**src/rtl/norflash_pkg.sv**
```systemverilog
// Shared types and defaults for the NOR flash read controller.
// Latency: n/a (declarations only).
// Backpressure: n/a.
package norflash_pkg;

    localparam int ADDR_W = 8;
    localparam int DATA_W = 8;
    localparam int CNT_W  = 16;

    localparam int RST_CYCLES_DEF  = 4;
    localparam int WAIT_CYCLES_DEF = 3;
    localparam int SYNC_STAGES_DEF = 2;

    typedef enum logic [2:0] {
        RST_HOLD,
        IDLE,
        SETUP,
        READ,
        END
    } state_t;

endpackage

```
**src/rtl/norflash_if.sv**
```systemverilog
// Parallel NOR flash pin bundle; master is the controller, slave is the flash.
// Latency: n/a (wires only).
// Backpressure: n/a.
interface norflash_if;
    import norflash_pkg::*;

    logic [ADDR_W-1:0] flash_addr;
    logic              flash_ce_n;
    logic              flash_oe_n;
    logic              flash_we_n;
    logic              flash_rst_n;
    // The controller only ever samples the data bus, so it is never driven from the master side.
    logic [DATA_W-1:0] flash_data;

    modport master (
        output flash_addr, flash_ce_n, flash_oe_n, flash_we_n, flash_rst_n,
        input  flash_data
    );

    modport slave (
        input  flash_addr, flash_ce_n, flash_oe_n, flash_we_n, flash_rst_n,
        output flash_data
    );

endinterface

```
**src/rtl/key_sync_edge.sv**
```systemverilog
// Synchronises the push-button and flags each falling edge as a one-cycle press.
// Latency: press rises SYNC_STAGES clocks after k1_n falls.
// Backpressure: none; presses not consumed are simply lost.
module key_sync_edge #(
    parameter int SYNC_STAGES = 2
) (
    input  logic sys_clk,
    input  logic sys_rst_n,
    input  logic key_n,
    output logic press
);

    logic [SYNC_STAGES-1:0] sync_q;
    logic                   hist_q;

    always_ff @(posedge sys_clk or negedge sys_rst_n) begin
        if (!sys_rst_n) begin
            sync_q <= '1;
            hist_q <= 1'b1;
        end else begin
            sync_q <= {sync_q[SYNC_STAGES-2:0], key_n};
            hist_q <= sync_q[SYNC_STAGES-1];
        end
    end

    assign press = hist_q & ~sync_q[SYNC_STAGES-1];

endmodule

```
**src/rtl/norflash_ctrl.sv**
```systemverilog
// Key-triggered NOR flash reader: one async read per press, then address increments.
// Latency: oe_n low 2 clocks after press; WAIT_CYCLES+2 clocks per read.
// Backpressure: presses arriving while a read is in flight are dropped.
module norflash_ctrl
    import norflash_pkg::*;
#(
    parameter int RST_CYCLES  = RST_CYCLES_DEF,
    parameter int WAIT_CYCLES = WAIT_CYCLES_DEF,
    parameter int SYNC_STAGES = SYNC_STAGES_DEF
) (
    input  logic              sys_clk,
    input  logic              sys_rst_n,
    input  logic              k1_n,
    norflash_if.master        flash,
    output logic [DATA_W-1:0] rd_data,
    output logic              rd_valid
);

    logic              press;
    state_t            state_q, state_d;
    logic [CNT_W-1:0]  cnt_q, cnt_d;
    logic [ADDR_W-1:0] addr_q;
    logic              ce_n_q, oe_n_q, frst_n_q;
    logic              sample;

    key_sync_edge #(.SYNC_STAGES(SYNC_STAGES)) u_key (
        .sys_clk   (sys_clk),
        .sys_rst_n (sys_rst_n),
        .key_n     (k1_n),
        .press     (press)
    );

    always_comb begin
        state_d = state_q;
        cnt_d   = cnt_q;
        case (state_q)
            RST_HOLD: begin
                if (cnt_q == CNT_W'(RST_CYCLES - 1)) begin
                    state_d = IDLE;
                    cnt_d   = '0;
                end else begin
                    cnt_d = cnt_q + 1'b1;
                end
            end
            IDLE:  if (press) state_d = SETUP;
            SETUP: begin
                state_d = READ;
                cnt_d   = '0;
            end
            READ: begin
                if (cnt_q == CNT_W'(WAIT_CYCLES - 1)) begin
                    state_d = END;
                    cnt_d   = '0;
                end else begin
                    cnt_d = cnt_q + 1'b1;
                end
            end
            END:     state_d = IDLE;
            default: state_d = RST_HOLD;
        endcase
    end

    assign sample = (state_q == READ) && (state_d == END);

    // Strobes are registered from the next state so every pin comes straight off a flop.
    always_ff @(posedge sys_clk or negedge sys_rst_n) begin
        if (!sys_rst_n) begin
            state_q  <= RST_HOLD;
            cnt_q    <= '0;
            addr_q   <= '0;
            ce_n_q   <= 1'b1;
            oe_n_q   <= 1'b1;
            frst_n_q <= 1'b0;
            rd_data  <= '0;
            rd_valid <= 1'b0;
        end else begin
            state_q  <= state_d;
            cnt_q    <= cnt_d;
            ce_n_q   <= !((state_d == SETUP) || (state_d == READ));
            oe_n_q   <= (state_d != READ);
            rd_valid <= sample;
            if (state_q == RST_HOLD && state_d == IDLE) frst_n_q <= 1'b1;
            if (sample) rd_data <= flash.flash_data;
            if (state_q == END) addr_q <= addr_q + 1'b1;
        end
    end

    assign flash.flash_addr  = addr_q;
    assign flash.flash_ce_n  = ce_n_q;
    assign flash.flash_oe_n  = oe_n_q;
    assign flash.flash_we_n  = 1'b1;
    assign flash.flash_rst_n = frst_n_q;

endmodule

```
**src/flat_wrapper.sv**
```systemverilog
// flat-port wrapper written by rule: the top's interface ports become plain ports
module norflash_ctrl_flat import norflash_pkg::*;
#(
    parameter int RST_CYCLES  = RST_CYCLES_DEF,
    parameter int WAIT_CYCLES = WAIT_CYCLES_DEF,
    parameter int SYNC_STAGES = SYNC_STAGES_DEF
)
  (sys_clk, sys_rst_n, k1_n, rd_data, rd_valid, flash_flash_addr, flash_flash_ce_n, flash_flash_oe_n, flash_flash_we_n, flash_flash_rst_n, flash_flash_data);
  norflash_if flash_i ();
  input  logic sys_clk;
  input  logic sys_rst_n;
  input  logic k1_n;
  output logic [DATA_W-1:0] rd_data;
  output logic rd_valid;
  output wire logic [$bits(flash_i.flash_addr)-1:0] flash_flash_addr;
  output wire logic [$bits(flash_i.flash_ce_n)-1:0] flash_flash_ce_n;
  output wire logic [$bits(flash_i.flash_oe_n)-1:0] flash_flash_oe_n;
  output wire logic [$bits(flash_i.flash_we_n)-1:0] flash_flash_we_n;
  output wire logic [$bits(flash_i.flash_rst_n)-1:0] flash_flash_rst_n;
  input wire logic [$bits(flash_i.flash_data)-1:0] flash_flash_data;
  assign flash_flash_addr = flash_i.flash_addr;
  assign flash_flash_ce_n = flash_i.flash_ce_n;
  assign flash_flash_oe_n = flash_i.flash_oe_n;
  assign flash_flash_we_n = flash_i.flash_we_n;
  assign flash_flash_rst_n = flash_i.flash_rst_n;
  assign flash_i.flash_data = flash_flash_data;
  norflash_ctrl #(.RST_CYCLES(RST_CYCLES), .WAIT_CYCLES(WAIT_CYCLES), .SYNC_STAGES(SYNC_STAGES)) u_core (.sys_clk(sys_clk), .sys_rst_n(sys_rst_n), .k1_n(k1_n), .flash(flash_i), .rd_data(rd_data), .rd_valid(rd_valid));
endmodule
```
**config.mk**
```make
export PLATFORM = sky130hd
export DESIGN_NAME = norflash_ctrl_flat
export DESIGN_NICKNAME = d
export VERILOG_FILES = /design/src/rtl/norflash_pkg.sv /design/src/rtl/norflash_if.sv /design/src/rtl/key_sync_edge.sv /design/src/rtl/norflash_ctrl.sv /design/src/flat_wrapper.sv
export SDC_FILE = /design/constraint.sdc
export NUM_CORES = 1
export LEC_CHECK = 0
export BUFFER_PORTS_ARGS = -buffer_cell sky130_fd_sc_hd__buf_2
export CAP_MARGIN = 20
export CORE_ASPECT_RATIO = 0.8
export CORE_MARGIN = 8
export CORE_UTILIZATION = 35
export DETAILED_ROUTE_END_ITERATION = 6
export PLACE_DENSITY_LB_ADDON = 0.12
export SLEW_MARGIN = 20
export SYNTH_ARGS = -nofsm -noshare
export SYNTH_HDL_FRONTEND = slang
export SYNTH_SLANG_ARGS = --single-unit
```
**constraint.sdc**
```tcl
create_clock -name sys_clk -period 2.4 [get_ports sys_clk]
set_input_delay 0.24 -clock sys_clk [delete_from_list [all_inputs] [get_ports sys_clk]]
set_output_delay 0.24 -clock sys_clk [all_outputs]
set_load 0.05 [all_outputs]
```
After elaboration in Yosys (flattened, before gate mapping)
Cells that the tools add are included.
- register bits: 42
- word-level logic and storage cells: 38
- mux-type cells: 7
- add/sub/neg operators: 2
- reduce and logical (&&, ||, !) cells: 6
- bitwise gates (word level): 2
- eq/ne operators: 11
- operators by type and width (kind ; number):
    $pmux W16 S3 ; 1
    $eq A16 B2 Y1 const B ; 2
    $mux W16 ; 2
    $add A16 B1 Y16 const B ; 1
    $pmux W3 S5 ; 1
    $eq A3 B2 Y1 const B ; 4
    $mux W3 ; 3
    $add A8 B1 Y8 const B ; 1
    $eq A3 B1 Y1 const B ; 2
    $eq A3 B3 Y1 const B ; 2
    $logic_not A3 Y1 ; 1
    $ne A3 B2 Y1 const B ; 1
    $reduce_bool A3 Y1 ; 1
    $logic_and A1 B1 Y1 ; 2
    $and A1 B1 Y1 ; 1
    $logic_not A1 Y1 ; 1
    $logic_or A1 B1 Y1 ; 1
    $not A1 Y1 ; 1

Logic depth before layout (Yosys ltp)
Gate-level depths: netlist of the first run.
- depth after elaboration: 7
- mapped depth: 8

Hierarchy
A second synthesis of the first run with hierarchy kept.
- cells, all modules: 160
- area, all modules: 1981.9 µm²
- by module, submodules not included (module ; instances ; cells each ; area an instance (µm²) ; sequential area each (µm²)):
    norflash_ctrl ; 1 ; 156 ; 1889.3 ; 978.4
    key_sync_edge ; 1 ; 4 ; 92.6 ; 78.8

Worst setup path before layout of the first run
No wires, ideal clock.
- kind: register -> register
- start point: reg u_core.cnt_q[0]
- end point: reg u_core.cnt_q[6]
- buffers on the path: 1
- setup time: 0.119 ns
- clock period less this slack: 1.809 ns
- stages on the path, launching flop included: 9
- slack: 0.591 ns
- required time: 2.281 ns
- arrival: 1.690 ns
- cells stage by stage: dfrtp_1 -> inv_1 -> ha_1 -> nor3b_1 -> nand4_4 -> a22oi_4 -> and2b_2 -> buf_6 -> nor2_2
- longest elaborated chain between the ends: 3
- elaborated cells on any way between the ends: 6
- those cells by class: add/sub: 1; eq/ne: 2; mux: 3
- ends and longest elaborated chain (element ; RTL line ; source):
    from (decl) ; norflash_ctrl.sv:21 ; logic [CNT_W-1:0] cnt_q, cnt_d;
    from (signal assigned) ; norflash_ctrl.sv:78 ; cnt_q <= cnt_d;
    $add A16 B1 Y16, or another cell as far along ; norflash_ctrl.sv:42, norflash_ctrl.sv:55 ;
    $mux W16 (on tied branches) ; norflash_ctrl.sv:51, norflash_ctrl.sv:38 ;
    $pmux W16 S3 * ; norflash_ctrl.sv:36 ; case (state_q)
Mark *: on every way between the ends. The rest lies on a longest branch, timed or not.
A chain may end at the register's enable or synchronous reset.

Worst setup path in the final report of the first run
- start point: reg u_core.cnt_q[0]
- end point: reg u_core.cnt_q[4]
Same word-level chain as after synthesis.

==> run_results.csv, run 1 <==
group,metric,value,unit
status,status,"completed",
route,vias,1278,
placement,dpl.hpwl,2.732,mm
floorplanning,start_util,36.49,%
floorplanning,ios,32,
setup_path,crit_path_end_kind,"register",
logic_synthesis,synth-async-reset-ratio,100.0,%
clocking,clockBufferDepth,2,
grt,antenna_found_initial,0,
grt,grt_pass1_vias,1275,
placement,place_ws,335.9,ps
clocking,clock-root-buffer,"clkbuf_8",
placement,gp_congestion,0.7957,
logic_synthesis,synth_cell_type_count,44,
pwr,swShare,39.16,%
clocking,clock-sinks,42,
grt,grt_usage,9.340,%
logic_synthesis,synth_top_family_by_area,"simple AND/OR/NAND/NOR gates",
logic_synthesis,synth_edf_count,0,
sta,hold_slack,40.19,ps
grt,overflow,0,
sta,fin_crit,2049,ps
logic_synthesis,yosys.area.top_type,"dfrtp_1",
floorplanning,core.rowCount,24,
clocking,cts_tree,"built",
clocking,clock_latency,290,ps
clocking,postCtsSetupBuffers,0,
pwr,p_sw,1.067,mW
sta,slew_viol_final,0,
sta,rsz0062_at_grt,"false",
pwr,comb_power_share,38.1,%
clocking,postCtsHoldBufs,0,
layout,fin_nets,206,
floorplanning,die_w,100.4,µm
route,vias_per_cell,4.716,
sta,fin_crit_sh,85.38,%
hold_path,min_path_type,"in2reg",
placement,numPortBuffers,30,
logic_synthesis,yosys_warnings,0,
setup_path,crit_required,2570,ps
logic_synthesis,synthAdderAreaFrac,1.882,%
clocking,cts-htree-levels,2,
sta,tightest_slew,914.3,ps
setup_path,max_stage_delay,400,ps
floorplanning,dieArea,8385,µm²
sta,setup-violations-final,0,
logic_synthesis,syn_avg_cell_area,12.47,µm²
logic_synthesis,synthTopCellsByArea,"dfrtp_1 46%, dfstp_2 6.6%, mux2_2 6.2%",
logic_synthesis,ys_dominant_reg_cell,"dfrtp_1",
pwr,p_int,1.658,mW
layout,drive_gt1_share,38.86,%
logic_synthesis,seq_area_frac_synth,53.01,%
route,drtAntennaViolNets,0,
logic_synthesis,synthXorXnorAreaFrac,8.344,%
logic_synthesis,synthMuxAreaShare,6.211,%
pwr,vdd.ir_drop.worst,0.5834,mV
setup_path,crit_chain,"inv_1, ha_1, nor3b_1, nand4_4, a22oi_4, and2b_2, nor2_1",
pwr,clock_power_share,25.0,%
floorplanning,core,5465,µm²
sta,layout_setup_ws,350.8,ps
logic_synthesis,synth.cell_area,1994,µm²
logic_synthesis,syn_nets,174,
route,drc,0,
route,drt_iter0_markers,41,
pwr,leakage,1.104,nW
pwr,p_total,2.725,mW
route,routedWlPerCell,13.79,µm
run,max-cap-violations,0,
setup_path,path_class,"reg2reg",
layout,syn_to_final_growth,17.88,%
grt,grt_pass1_wl,6.279,mm
sta,fmax,488.0,MHz
route,dr.pass1.iters,6,
layout,final_common_cell,"dfrtp_1",
floorplanning,die_h,83.52,µm
clocking,clkTransAtPathRegs,80,ps
setup_path,cpMaxStageDelayCell,"dfrtp_1",
layout,most-common-layout-cells,"37 x dfrtp_1, 30 x buf_2, 12 x xor2_1",
setup_path,critPathLaunchType,"register",
logic_synthesis,synth_compound_area_share,5.521,%
setup_path,critPathArrivalTime,2220,ps
logic_synthesis,synth.top_cell.area_share,46.42,%
sta,fin_tns_setup,0,ps
logic_synthesis,synth-simple-area-share,22.21,%
setup_path,crit_fanout,12,
logic_synthesis,postSynthCellCount,160,
pwr,power-per-cell-area,1159,nW/µm²
sta,slew_headroom,39.05,%
sta,hold_viol,0,
pwr,pwr-share-seq,36.9,%
logic_synthesis,ys_seq_elements,42,
grt,grt_max_degree,43,
layout,fill_cells,545,
sta,skew,4.403,ps
clocking,cts_made_buffers,5,
clocking,cts_resized,0,
route,wirelength,3.736,mm
layout,n_antenna_cell,0,
[power groups by stage]
stage	Clock (mW)	Combinational [mW]	Sequential, mW
after floorplan	0	0.569	1.31
after global placement	0	1.04	1.01
after detailed placement	0	1.05	1.02
after CTS	0.702	1.05	1.01
after global routing	0.736	1.12	1.03
final	0.680	1.04	1.01
[cell families (layout without fill, tap and decap cells)]
group                      Yosys count  count (layout)
adders and majority gates            3               3
and+or+nand+nor                     61              61
other                                1               1
xor gates and xnor gates            19              19
DFF                                 42              42
muxes                               11              11
AOI/OAI and AO/OA                   13              13
buffers and inverters               10              43
[synth_stat cells (4+ instances only)]
cell type	n
dfrtp_1	37
xor2_1	12
mux2_2	11
nor2_2	10
nand2_1	8
nand3_1	7
nand4_1	7
xnor2_1	7
dfstp_2	5
inv_1	5
nor2_1	4
[critical path, delay by kind of cell, from the launching register on]
kind / cells / cell delay [ps]
and+or+nand+nor: 4 / 1000
buffers and inverters: 1 / 90
AOI/OAI and AO/OA: 1 / 290
DFF: 1 / 400
adders and majority gates: 1 / 140
[layer usage]
layer | wire (µm) | global-route usage (%) | vias to the layer above
met1 | 1773 | 11.66 | 637
met4 | 18 | 3.288 | 0
met5 | 0 | 0 | -
li1 | - | - | 619
met3 | 159 | 3.250 | 2
met2 | 1784 | 14.51 | 20
[sequential cells by signal, indices dropped and copies added, names as in the netlist]
signal and count:
u_core.rd_valid 1, u_core.state_q 3, u_core.cnt_q 16, u_core.rd_data 8
u_core.flash.flash_addr 8, u_core.u_key.sync_q 2, u_core.flash.flash_ce_n 1, u_core.flash.flash_rst_n 1
u_core.u_key.hist_q 1, u_core.flash.flash_oe_n 1
[final timing paths]
| path | from | cells past startpoint | endpoint | slack, ps |
|---|---|---|---|---|
| setup / recovery | u_core.cnt_q[0] | 7 | u_core.cnt_q[4] | 350 |
| hold / removal | k1_n | 1 | u_core.u_key.sync_q[0] | 40 |
| setup reg to reg | u_core.cnt_q[0] | 7 | u_core.cnt_q[4] | 350 |
| hold reg to reg | u_core.u_key.sync_q[0] | 0 | u_core.u_key.sync_q[1] | 360 |
| max in group asynchronous | sys_rst_n | 1 | u_core.cnt_q[5] | 1760 |
| min in group asynchronous | sys_rst_n | 1 | u_core.rd_data[5] | 80 |
[per-stage QoR]
step	util, %	area (µm²)	instances
floorplan	-	1994	160
global placement	40.41	2208	263
detailed placement	40.41	2208	263
CTS	43.02	2351	271
global route	43.02	2351	271
finish	43.02	2351	271
[cell type report]
class	instances	area, µm²	area share [%]
inverter	5	18.77	0.7983
clock inverter	2	60.06	2.555
multi-input combinational	108	884.6	37.63
timing repair buffer	30	150.1	6.386
clock buffer	6	82.58	3.513
sequential	42	1057	44.97
tap	78	97.59	4.151
Power figures use the tool's default switching activity.
==> run 2, diff against run 1 <==
--- a/config.mk
+++ b/config.mk
@@ -13,4 +13,5 @@
 export DETAILED_ROUTE_END_ITERATION = 6
 export PLACE_DENSITY_LB_ADDON = 0.12
+export SETUP_SLACK_MARGIN = 0.4
 export SLEW_MARGIN = 20
 export SYNTH_ARGS = -nofsm -noshare
==> constraint.sdc (replaced) <==
create_clock -name sys_clk -period 2.4 [get_ports sys_clk]
set_input_delay 0.48 -clock sys_clk [delete_from_list [all_inputs] [get_ports sys_clk]]
set_output_delay 0.48 -clock sys_clk [all_outputs]
set_load 0.05 [all_outputs]
==> run_results.csv, run 2 (same netlist as run 1, synthesis figures left out) <==
group,metric,value,unit
floorplanning,die_h,83.52,µm
layout,max_flop_register,"u_core.cnt_q",
route,met1_length,1.797,mm
layout,fin_nets,210,
setup_path,critPathArrivalTime,2020,ps
route,vias_per_cell,4.731,
layout,most-common-layout-cells,"37 x dfrtp_1, 30 x buf_2, 12 x xor2_1",
layout,n_antenna_cell,0,
setup_path,r2r_slack,550,ps
sta,fin_tns_setup,0,ps
route,drc,0,
layout,largest_reg_flops,16,
floorplanning,die_w,100.4,µm
route,wirelength,3.749,mm
sta,hold_slack,282.3,ps
layout,multi_input_area,899.6,µm²
route,vias,1301,
floorplanning,core,5465,µm²
sta,rsz0062_at_grt,"false",
floorplanning,start_util,36.49,%
route,routedWlPerCell,13.63,µm
pwr,p_int,1.576,mW
floorplanning,dieArea,8385,µm²
layout,fin_util,43.41,%
sta,fin_crit,1853,ps
route,met3_length,170,µm
hold_path,min_path_type,"in2reg",
pwr,pwr-share-seq,38.1,%
layout,final_common_cell,"dfrtp_1",
pwr,leakage,1.114,nW
grt,grt_pass1_wl,6.375,mm
hold_path,hold_path_depth,1,
clocking,cts_made_buffers,5,
route,wl_met2,1.727,mm
sta,skew,7.139,ps
layout,regArea,1057,µm²
setup_path,crit_fanout,12,
clocking,clock_latency,290,ps
clocking,clockBufferDepth,2,
hold_path,hold_start,"k1_n",
sta,fmax,539.5,MHz
pwr,swShare,40.31,%
hold_path,hold_path_end,"u_core.u_key.sync_q[0]",
clocking,clock-sinks,42,
grt,overflow,0,
layout,stdcell_count,275,
status,status,"completed",
sta,layout_setup_ws,546.5,ps
layout,syn_to_final_growth,18.95,%
pwr,power-per-cell-area,1113,nW/µm²
pwr,p_sw,1.064,mW
layout,fill_cells,530,
placement,place_inst,265,
pwr,vdd.ir_drop.worst,0.6792,mV
clocking,clkTransAtPathRegs,70,ps
setup_path,timing.rr.end,"u_core.cnt_q[4]",
placement,gp_congestion,0.7968,
sta,fin_crit_sh,77.23,%
sta,slew_viol_final,0,
route,highest_layer,"met4",
setup_path,crit_path_end_kind,"register",
floorplanning,ios,32,
setup_path,critPathLaunchType,"register",
sta,setup-violations-final,0,
run,max-cap-violations,0,
route,dr.pass1.iters,4,
grt,antenna_found_initial,0,
placement,numPortBuffers,30,
pwr,comb_power_share,40.4,%
clocking,cts-htree-levels,2,
placement,dpl.hpwl,2.833,mm
sta,hold_viol,0,
clocking,cts_tree,"built",
pwr,clock_power_share,21.5,%
setup_path,r2r_cells,7,
layout,drive_gt1_share,39.59,%
route,drtAntennaViolNets,0,
grt,grt_usage,9.432,%
setup_path,r2r-start,"u_core.cnt_q[0]",
clocking,clock-root-buffer,"clkbuf_8",
setup_path,path_class,"reg2reg",
route,drt_iter0_markers,53,
grt,grt_pass1_vias,1349,
floorplanning,core.rowCount,24,
grt,grt_max_degree,19,
setup_path,crit_required,2570,ps
placement,place_ws,348.8,ps
[run 2: cell count changes in the layout (fill, tap and decap cells not counted), sizes merged]
cell	change
dlygate4sd3	+1
bufinv	-1
buf	+3
clkbuf	+1
[run 2: metrics by stage]
| step | power [mW] | cell area (µm²) |
|---|---|---|
| floorplan | 1.875 | 1994 |
| global placement | 2.054 | 2223 |
| detailed placement | 2.072 | 2223 |
| CTS | 2.656 | 2341 |
| global route | 2.808 | 2372 |
| finish | 2.640 | 2372 |
[run 2: worst max-delay path by stage]
stage	start	endpoint	slack, ps	cells past startpoint
after global placement	u_core.cnt_q[0]	u_core.cnt_q[4]	410	7
final	u_core.cnt_q[0]	u_core.cnt_q[4]	550	7
after global routing	u_core.cnt_q[4]	u_core.cnt_q[4]	420	5
after floorplan	u_core.cnt_q[0]	u_core.cnt_q[6]	590	8
after detailed placement	u_core.cnt_q[0]	u_core.cnt_q[4]	350	7
after CTS	u_core.cnt_q[0]	u_core.cnt_q[4]	420	7
[run 2: power by group through the flow]
stage	combinational (mW)	sequential (mW)	clock [mW]
floorplan	0.569	1.31	0
global placement	1.04	1.01	0
detailed placement	1.05	1.02	0
CTS	1.06	1.01	0.584
global route	1.15	1.03	0.622
finish	1.07	1.01	0.568
[run 2: routing by layer]
layer | track usage (%) | vias to the layer above
li1 | - | 626
met1 | 11.47 | 648
met2 | 14.57 | 19
met3 | 3.583 | 8
met4 | 3.836 | 0
met5 | 0 | -
[run 2: cell type report]
type | count | area share [%]
Inverter | 5 | 0.7911
Sequential cell | 42 | 44.57
Clock inverter | 1 | 1.266
Tap cell | 78 | 4.114
Multi-Input combinational cell | 108 | 37.92
Timing Repair Buffer | 34 | 7.700
Clock buffer | 7 | 3.639
[run 2: repair_timing]
action                     CTS  global route
hold buffers                 0             1
gates cloned                 0             0
setup endpoints to repair   12            21
resized for setup            1             2
pin swaps                    0             1
buffers inserted             0             1
hold endpoints to repair     0             2
[run 2: worst max-delay path, stage by stage, from the launching register on]
cell and delay, ps:
dfrtp_1 400, inv_1 90, ha_1 140, nor3b_2 220, nand4_4 180, a22oi_4 290, and2b_4 320, nor2_1 90
